===== config.mk =====
export PLATFORM = sky130hd
export DESIGN_NAME = vga_timing_gen
export DESIGN_NICKNAME = d
export VERILOG_FILES = /design/src/rtl/vga_timing_pkg.sv /design/src/rtl/vga_timing_gen_axis.sv /design/src/rtl/vga_timing_gen.sv
export SDC_FILE = /design/constraint.sdc
export NUM_CORES = 1
export LEC_CHECK = 0
export BUFFER_PORTS_ARGS = -buffer_cell sky130_fd_sc_hd__buf_2
export CAP_MARGIN = 5
export CORE_ASPECT_RATIO = 1.75
export CORE_MARGIN = 10
export CORE_UTILIZATION = 48
export CTS_CLUSTER_DIAMETER = 30
export DETAILED_ROUTE_END_ITERATION = 16
export GPL_TIMING_DRIVEN = 0
export PLACE_DENSITY = 0.83
export SLEW_MARGIN = 20
export SYNTH_ARGS = -nofsm -noshare
export SYNTH_HDL_FRONTEND = slang
export SYNTH_SLANG_ARGS = --single-unit

===== constraint.sdc =====
create_clock -name pclk -period 2.3 [get_ports pclk]
set_clock_uncertainty 0.1 [all_clocks]
set_input_delay 0.575 -clock pclk [delete_from_list [all_inputs] [get_ports pclk]]
set_output_delay 0.575 -clock pclk [all_outputs]
set_load 0.02 [all_outputs]

===== src/rtl/vga_timing_pkg.sv =====
// Shared constants for the VGA timing generator: default SVGA 800x600@60 geometry
// (40 MHz pclk), the derived sync/blank boundaries and the counter width.
package vga_timing_pkg;

  localparam int CNT_W = 11;
  typedef logic [CNT_W-1:0] cnt_t;

  localparam int H_ACTIVE_DEF = 800;
  localparam int H_FP_DEF     = 40;
  localparam int H_SYNC_DEF   = 128;
  localparam int H_BP_DEF     = 88;
  localparam int V_ACTIVE_DEF = 600;
  localparam int V_FP_DEF     = 1;
  localparam int V_SYNC_DEF   = 4;
  localparam int V_BP_DEF     = 23;

  localparam int H_TOTAL  = H_ACTIVE_DEF + H_FP_DEF + H_SYNC_DEF + H_BP_DEF;
  localparam int V_TOTAL  = V_ACTIVE_DEF + V_FP_DEF + V_SYNC_DEF + V_BP_DEF;
  localparam int HS_START = H_ACTIVE_DEF + H_FP_DEF;
  localparam int HS_END   = HS_START + H_SYNC_DEF;
  localparam int VS_START = V_ACTIVE_DEF + V_FP_DEF;
  localparam int VS_END   = VS_START + V_SYNC_DEF;

endpackage


===== src/rtl/vga_timing_gen_axis.sv =====
// One timing axis: wrapping position counter with registered blank/sync decode.
// Flags decode the next count so they land in the same cycle as the count they describe.
module vga_axis_counter
  import vga_timing_pkg::*;
#(
  parameter int TOTAL      = H_TOTAL,
  parameter int ACTIVE     = H_ACTIVE_DEF,
  parameter int SYNC_START = HS_START,
  parameter int SYNC_END   = HS_END,
  parameter bit SYNC_POL   = 1'b1
) (
  input  logic pclk,
  input  logic rst,
  input  logic en_i,
  output cnt_t cnt_o,
  output logic blnk_o,
  output logic sync_o,
  output logic wrap_o
);

  localparam cnt_t LAST = cnt_t'(TOTAL - 1);
  localparam cnt_t ACT  = cnt_t'(ACTIVE);
  localparam cnt_t SS   = cnt_t'(SYNC_START);
  localparam cnt_t SE   = cnt_t'(SYNC_END);

  cnt_t cnt_q, cnt_d;
  logic blnk_q, blnk_d;
  logic sync_q, sync_d;

  assign wrap_o = en_i && (cnt_q == LAST);

  always_comb begin
    cnt_d = cnt_q;
    if (en_i) cnt_d = (cnt_q == LAST) ? '0 : cnt_q + cnt_t'(1);
    blnk_d = (cnt_d >= ACT);
    sync_d = ((cnt_d >= SS) && (cnt_d < SE)) ? SYNC_POL : ~SYNC_POL;
  end

  always_ff @(posedge pclk) begin
    if (rst) begin
      cnt_q  <= '0;
      blnk_q <= 1'b0;
      sync_q <= ~SYNC_POL;
    end else begin
      cnt_q  <= cnt_d;
      blnk_q <= blnk_d;
      sync_q <= sync_d;
    end
  end

  assign cnt_o  = cnt_q;
  assign blnk_o = blnk_q;
  assign sync_o = sync_q;

endmodule


===== src/rtl/vga_timing_gen.sv =====
// VGA timing bus source (hcount/vcount/hsync/hblnk/vsync/vblnk), all outputs registered.
// Optional VGA_TIMING_FRAME_CNT_EN adds a frame-start pulse and a 16-bit frame counter.
module vga_timing_gen
  import vga_timing_pkg::*;
#(
  parameter int H_ACTIVE = H_ACTIVE_DEF,
  parameter int H_FP     = H_FP_DEF,
  parameter int H_SYNC   = H_SYNC_DEF,
  parameter int H_BP     = H_BP_DEF,
  parameter int V_ACTIVE = V_ACTIVE_DEF,
  parameter int V_FP     = V_FP_DEF,
  parameter int V_SYNC   = V_SYNC_DEF,
  parameter int V_BP     = V_BP_DEF,
  parameter bit SYNC_POL = 1'b1
) (
  input  logic             pclk,
  input  logic             rst,
  output logic [CNT_W-1:0] hcount_out,
  output logic             hsync_out,
  output logic             hblnk_out,
  output logic [CNT_W-1:0] vcount_out,
  output logic             vsync_out,
  output logic             vblnk_out
`ifdef VGA_TIMING_FRAME_CNT_EN
  ,
  output logic             frame_start_out,
  output logic [15:0]      frame_cnt_out
`endif
);

  localparam int H_LEN = H_ACTIVE + H_FP + H_SYNC + H_BP;
  localparam int V_LEN = V_ACTIVE + V_FP + V_SYNC + V_BP;
  localparam int HS_LO = H_ACTIVE + H_FP;
  localparam int VS_LO = V_ACTIVE + V_FP;

  logic h_wrap;
  logic v_wrap;

  vga_axis_counter #(
    .TOTAL(H_LEN), .ACTIVE(H_ACTIVE), .SYNC_START(HS_LO),
    .SYNC_END(HS_LO + H_SYNC), .SYNC_POL(SYNC_POL)
  ) u_h (
    .pclk(pclk), .rst(rst), .en_i(1'b1),
    .cnt_o(hcount_out), .blnk_o(hblnk_out), .sync_o(hsync_out), .wrap_o(h_wrap)
  );

  // Vertical advances only on the horizontal wrap, so vsync moves on line boundaries.
  vga_axis_counter #(
    .TOTAL(V_LEN), .ACTIVE(V_ACTIVE), .SYNC_START(VS_LO),
    .SYNC_END(VS_LO + V_SYNC), .SYNC_POL(SYNC_POL)
  ) u_v (
    .pclk(pclk), .rst(rst), .en_i(h_wrap),
    .cnt_o(vcount_out), .blnk_o(vblnk_out), .sync_o(vsync_out), .wrap_o(v_wrap)
  );

`ifdef VGA_TIMING_FRAME_CNT_EN
  logic        fs_q;
  logic [15:0] fc_q, fc_d;

  // v_wrap is gated by h_wrap, so it marks the (last,last) -> (0,0) edge only.
  assign fc_d = v_wrap ? fc_q + 16'd1 : fc_q;

  always_ff @(posedge pclk) begin
    if (rst) begin
      fs_q <= 1'b0;
      fc_q <= '0;
    end else begin
      fs_q <= v_wrap;
      fc_q <= fc_d;
    end
  end

  assign frame_start_out = fs_q;
  assign frame_cnt_out   = fc_q;
`else
  logic unused_v_wrap;
  assign unused_v_wrap = v_wrap;
`endif

endmodule


== After elaboration in Yosys (flattened, before gate mapping) ==
Index checks and enable logic that the tools add are counted.

* Register bits: 26
* Input port bits: 2
* Output and inout bits: 26
* Word-level logic and storage cells: 23

* Add/sub/neg operators: 2
* Magnitude comparators: 6
* Eq/ne operators: 2
* Muxes and demuxes: 5
* Reduce and logical (&&, ||, !) cells: 2

{| class="wikitable"
|+ Operator list
! operator !! number
|-
| $ge A11 B10 Y1 const B || 4
|-
| $mux W11 || 3
|-
| $add A11 B1 Y11 const B || 2
|-
| $lt A11 B10 Y1 const B || 2
|-
| $eq A11 B10 Y1 const B || 1
|-
| $eq A11 B11 Y1 const B || 1
|-
| $logic_and A1 B1 Y1 || 2
|-
| $mux W1 || 2
|}

== Logic depth before layout (Yosys ltp) ==
* Depth after elaboration: 6
* Depth in mapped cells: 11
* Gate-level depth less buffers: 7

== By module ==
A second synthesis with hierarchy kept.

* Cells, all modules: 189
* Area total of the unflattened synthesis: 1572.8 um^2

{| class="wikitable"
|+ By module, submodules not included
! module !! times used !! cells each !! area each (um^2) !! sequential area each (um^2)
|-
| vga_axis_counter at u_v || 1 || 101 || 843.3 || 260.2
|-
| vga_axis_counter at u_h || 1 || 87 || 725.7 || 260.2
|-
| vga_timing_gen || 1 || 1 || 3.8 || 0.0
|}

== Worst setup path after synthesis ==
Ideal clock, no wire load.

* Path type: reg-to-reg
* Start point: register u_h.cnt_q[0], in the netlist u_h.cnt_o[0]
* End point: register u_v.sync_q, in the netlist u_v.sync_o
* Library setup time: 0.100 ns
* Arrival: 2.155 ns
* Setup slack: -0.054 ns
* Cell stages (with the launch flop): 11
* Buffers on the path: 3
* Cells stage by stage: dfxtp_1 > ha_1 > buf_2 > and4_1 > buf_6 > and3_1 > buf_2 > nand4_1 > xor2_1 > nand3b_4 > a2111oi_4

* Cells in the longest elaborated chain, start to end: 5
* Elaborated cells on any way between the ends: 6
* Those cells by class: order compare (2); eq/ne (1); mux (2); reduce/logical (1)

{| class="wikitable"
|+ RTL lines
! item !! RTL line !! source
|-
| start: declaration || vga_timing_gen_axis.sv:26 || <nowiki>cnt_t cnt_q, cnt_d;</nowiki>
|-
| start signal: assignment || vga_timing_gen_axis.sv:45 || <nowiki>cnt_q <= cnt_d;</nowiki>
|-
| $eq A11 B11 Y1 * || vga_timing_gen_axis.sv:30 || <nowiki>assign wrap_o = en_i && (cnt_q == LAST);</nowiki>
|-
| $mux W11 * || vga_timing_gen_axis.sv:34 || <nowiki>if (en_i) cnt_d = (cnt_q == LAST) ? '0 : cnt_q + cnt_t'(1);</nowiki>
|-
| $ge A11 B10 Y1 / $lt A11 B10 Y1 (equally long branches) || vga_timing_gen_axis.sv:36 || <nowiki>sync_d = ((cnt_d >= SS) && (cnt_d < SE)) ? SYNC_POL : ~SYNC_POL;</nowiki>
|-
| $logic_and A1 B1 Y1 * || vga_timing_gen_axis.sv:36 ||
|-
| $mux W1 * || vga_timing_gen_axis.sv:36 ||
|-
| end signal: assignment || vga_timing_gen_axis.sv:43 || <nowiki>sync_q <= ~SYNC_POL;</nowiki>
|-
| end signal: assignment || vga_timing_gen_axis.sv:47 || <nowiki>sync_q <= sync_d;</nowiki>
|-
| end: declaration || vga_timing_gen_axis.sv:28 || <nowiki>logic sync_q, sync_d;</nowiki>
|}

Every way passes the cells marked *; elsewhere a longest branch is shown, timed or not.
A chain may end at the register's enable or synchronous reset.

== Worst setup path after layout ==
* Start point: register u_h.cnt_q[5], in the netlist u_h.cnt_o[5]
* End point: register u_v.sync_q, in the netlist u_v.sync_o

Same word-level chain as after synthesis.

==> flow_metrics.py <==
metrics = {
    "yosys": {
        "yosysUniqueCellTypes": 47,
        "synth-compound-area-share": 0.164,
        "synthSimpleGateAreaFrac": 0.325,
        "synth-seq-cells": 26,
        "muxShareOfSynthArea": 0,
        "synthAdderAreaFrac": 0.0162,
        "synth_xor_area_frac": 0.108,
        "syn_area_sq_mm": 0.00155,
        "synth.yosys.seq_area_share": 0.337,
        "ys_async_sr_fraction": 0,
        "synth-edff-count": 0,
        "synth_ff_type": "dfxtp_1",
        "yosys_warnings": 0,
        "synth_top_family_by_area": "simple AND/OR/NAND/NOR gates",
        "syn-num-nets": 191,
        "avgSynthCellArea_sq_um": 8.26,
        "synthCells": 187,
    },
    "cells_and_area": {
        "layout-drive-gt1-share": 0.302,
        "area_growth_syn_to_layout_pct": 26.4,
        "stdcell_area_sq_mm": 0.00195,
        "fin_cells": 268,
        "fin_util": 0.628,
        "finalNetCount": 230,
        "diodes": 0,
    },
    "clock_network": {
        "cts_hold_buf": 0,
        "htree_levels": 1,
        "cts_buffer_depth": 2,
        "numCtsBuffers": 3,
        "cts_root_buf": "clkbuf_8",
        "cts_tree": "built",
        "clock_sinks": 26,
        "clock_latency_ps": 280,
        "path_clk_slew_ps": 90,
    },
    "pwr": {
        "p_leak_nw": 0.762,
        "power_density_mw_per_mm2": 456,
        "ir_worst_vdd_mv": 0.370,
        "total_power_mw": 0.891,
    },
    "placement": {
        "dpl-instance-area_sq_mm": 0.00173,
        "gp_congestion": 0.879,
        "dp_hpwl_um": 2980,
        "io_buffers": 26,
        "place_inst": 256,
        "pre_cts_slack_ps": -206,
    },
    "floorplanning": {
        "row_count": 27,
        "fp.dieW_um": 62.9,
        "io_pins": 28,
        "die_h_um": 95.1,
        "coreArea_sq_mm": 0.00311,
        "die-area_sq_mm": 0.00598,
        "start_util": 0.497,
    },
    "drt": {
        "routed_wl_um": 4230,
        "drt-vias-per-instance": 5.80,
        "drt-initial-drc-count": 67,
        "drc": 0,
        "wire_per_inst_um": 15.8,
        "vias": 1554,
        "drt_pre_antenna_iters": 4,
        "antenna_left": 0,
    },
    "grt": {
        "grt_use_met2": 0.270,
        "grt_overflow_total": 0,
        "grt_pass1_wl_um": 6970,
        "grt_max_degree": 16,
        "grt_use_total": 0.139,
        "antenna_found_initial": 0,
        "grt_util_met1": 0.128,
        "first_global_vias": 1551,
        "grt.busiest_layer": "met2",
        "met3_usage": 0.0246,
    },
    "run": {
        "max_cap_viol_count": 0,
    },
    "setup_path": {
        "worstPathMaxFanout": 8,
        "cp.required_ps": 2390,
        "crit_type": "reg2reg",
        "cp-start-kind": "register",
        "critPathArrivalTime_ps": 2290,
        "r2r_cells": 7,
        "end_kind": "register",
    },
    "timing": {
        "fmax_ghz": 0.455,
        "slew_violations": 0,
        "worst_slack_ps": 102,
        "relSlewSlack": 0.622,
        "hold_violations": 0,
        "finalSetupViolations": 0,
        "fin_tns_setup_ps": 0,
        "whs_ps": 452,
        "tightest_slew_ps": 568,
        "period_share": 0.956,
        "period_minus_slack_ps": 2200,
    },
    "min_path": {
        "hold_path.class": "reg2reg",
        "whs_path_depth": 2,
    },
    "status": {
        "status": "complete, no violations",
    },
}
registers in the layout, indices dropped and copies added (netlist names):
| register | flops |
|---|---|
| u_v.sync_o | 1 |
| u_v.cnt_o | 11 |
| u_h.blnk_o | 1 |
| u_h.cnt_o | 11 |
| u_h.sync_o | 1 |
| u_v.blnk_o | 1 |
cells in the final DEF, fill, tap and decap left out, types with 3 or more instances in the layout:
master     n
nor2_1    29
and3_1     5
dfxtp_1   19
clkbuf_8   3
xnor2_1   11
dfxtp_2    5
buf_6      3
clkbuf_1   3
buf_4     10
inv_1      4
a21oi_1   10
xor2_1     7
nand2_1    9
o21ai_0    4
buf_2     28
nand4_1    7
or2_1      3
nor3_1     8
nand3_1   11
cells in the mapped netlist, types with 2 or more instances:
library cell,number,area share
nand2_1,9,0.022
nor2_1,30,0.073
o21ai_1,2,0.0065
nand3b_1,2,0.0097
nand4_1,7,0.028
or2_1,3,0.012
and4_1,2,0.011
o221ai_1,2,0.011
nor3_1,8,0.026
and3_1,6,0.024
nand3_1,12,0.039
o211ai_1,2,0.0097
nor3b_1,2,0.0097
a22oi_1,2,0.0097
o31ai_1,2,0.0097
buf_2,5,0.016
a21oi_1,10,0.032
clkbuf_1,3,0.0073
ha_1,2,0.016
inv_1,4,0.0097
xnor2_1,11,0.062
dfxtp_1,26,0.34
xor2_1,8,0.045
o21ai_0,4,0.013
worst paths after layout:
path | start | endpoint | slack [ps]
setup / recovery | u_h.cnt_o[5] | u_v.sync_o | 100
hold / removal | u_v.cnt_o[1] | u_v.cnt_o[1] | 450
setup reg to reg | u_h.cnt_o[5] | u_v.sync_o | 100
hold reg to reg | u_v.cnt_o[1] | u_v.cnt_o[1] | 450
per-layer routing:
metal  routed length [um]  vias up
met3                  190       15
met1                 1530      733
met5                    0        -
met2                 2350       58
met4                  150        0
li1                     -      748
critical path, cell delays in order (launching register included):
cell and delay, ps:
dfxtp_1 420, nor4b_4 370, and3_4 250, buf_6 100, nand4_1 140, xor2_2 200, nand3b_4 190, a2111oi_4 330
power breakdown:
part | total (mW) | leakage, nW | internal, mW | switching (mW)
combinational | 0.0413 | 0.513 | 0.0167 | 0.0246
sequential | 0.460 | 0.214 | 0.453 | 0.00611
clock | 0.390 | 0.0357 | 0.233 | 0.157
final cells by class:
cell class              instances  area, sq um
multi-input cells             145         1010
inverters                       5         18.8
flip-flops and latches         26          534
clock inverters                 1         30.0
well taps                      43         53.8
plain buffers                   9         55.1
clock buffers                   3         41.3
fillers                       297         1150
repair buffers                 36          209
kinds of logic (layout without fill, tap and decap cells):
group           Yosys count  after routing
simple gates             90             90
flops                    26             26
compound gates           34             34
fa+ha+maj                 2              2
xor+xnor                 19             19
buf+inv                  16             54
timing repair:
item | 4_1_cts | 5_1_grt
resized for setup | 14 | 9
endpoints found under the setup margin | 3 | 2
pin swaps | 3 | 7
buffers inserted | 6 | 4
No activity file was read; power rests on OpenSTA's default activity.
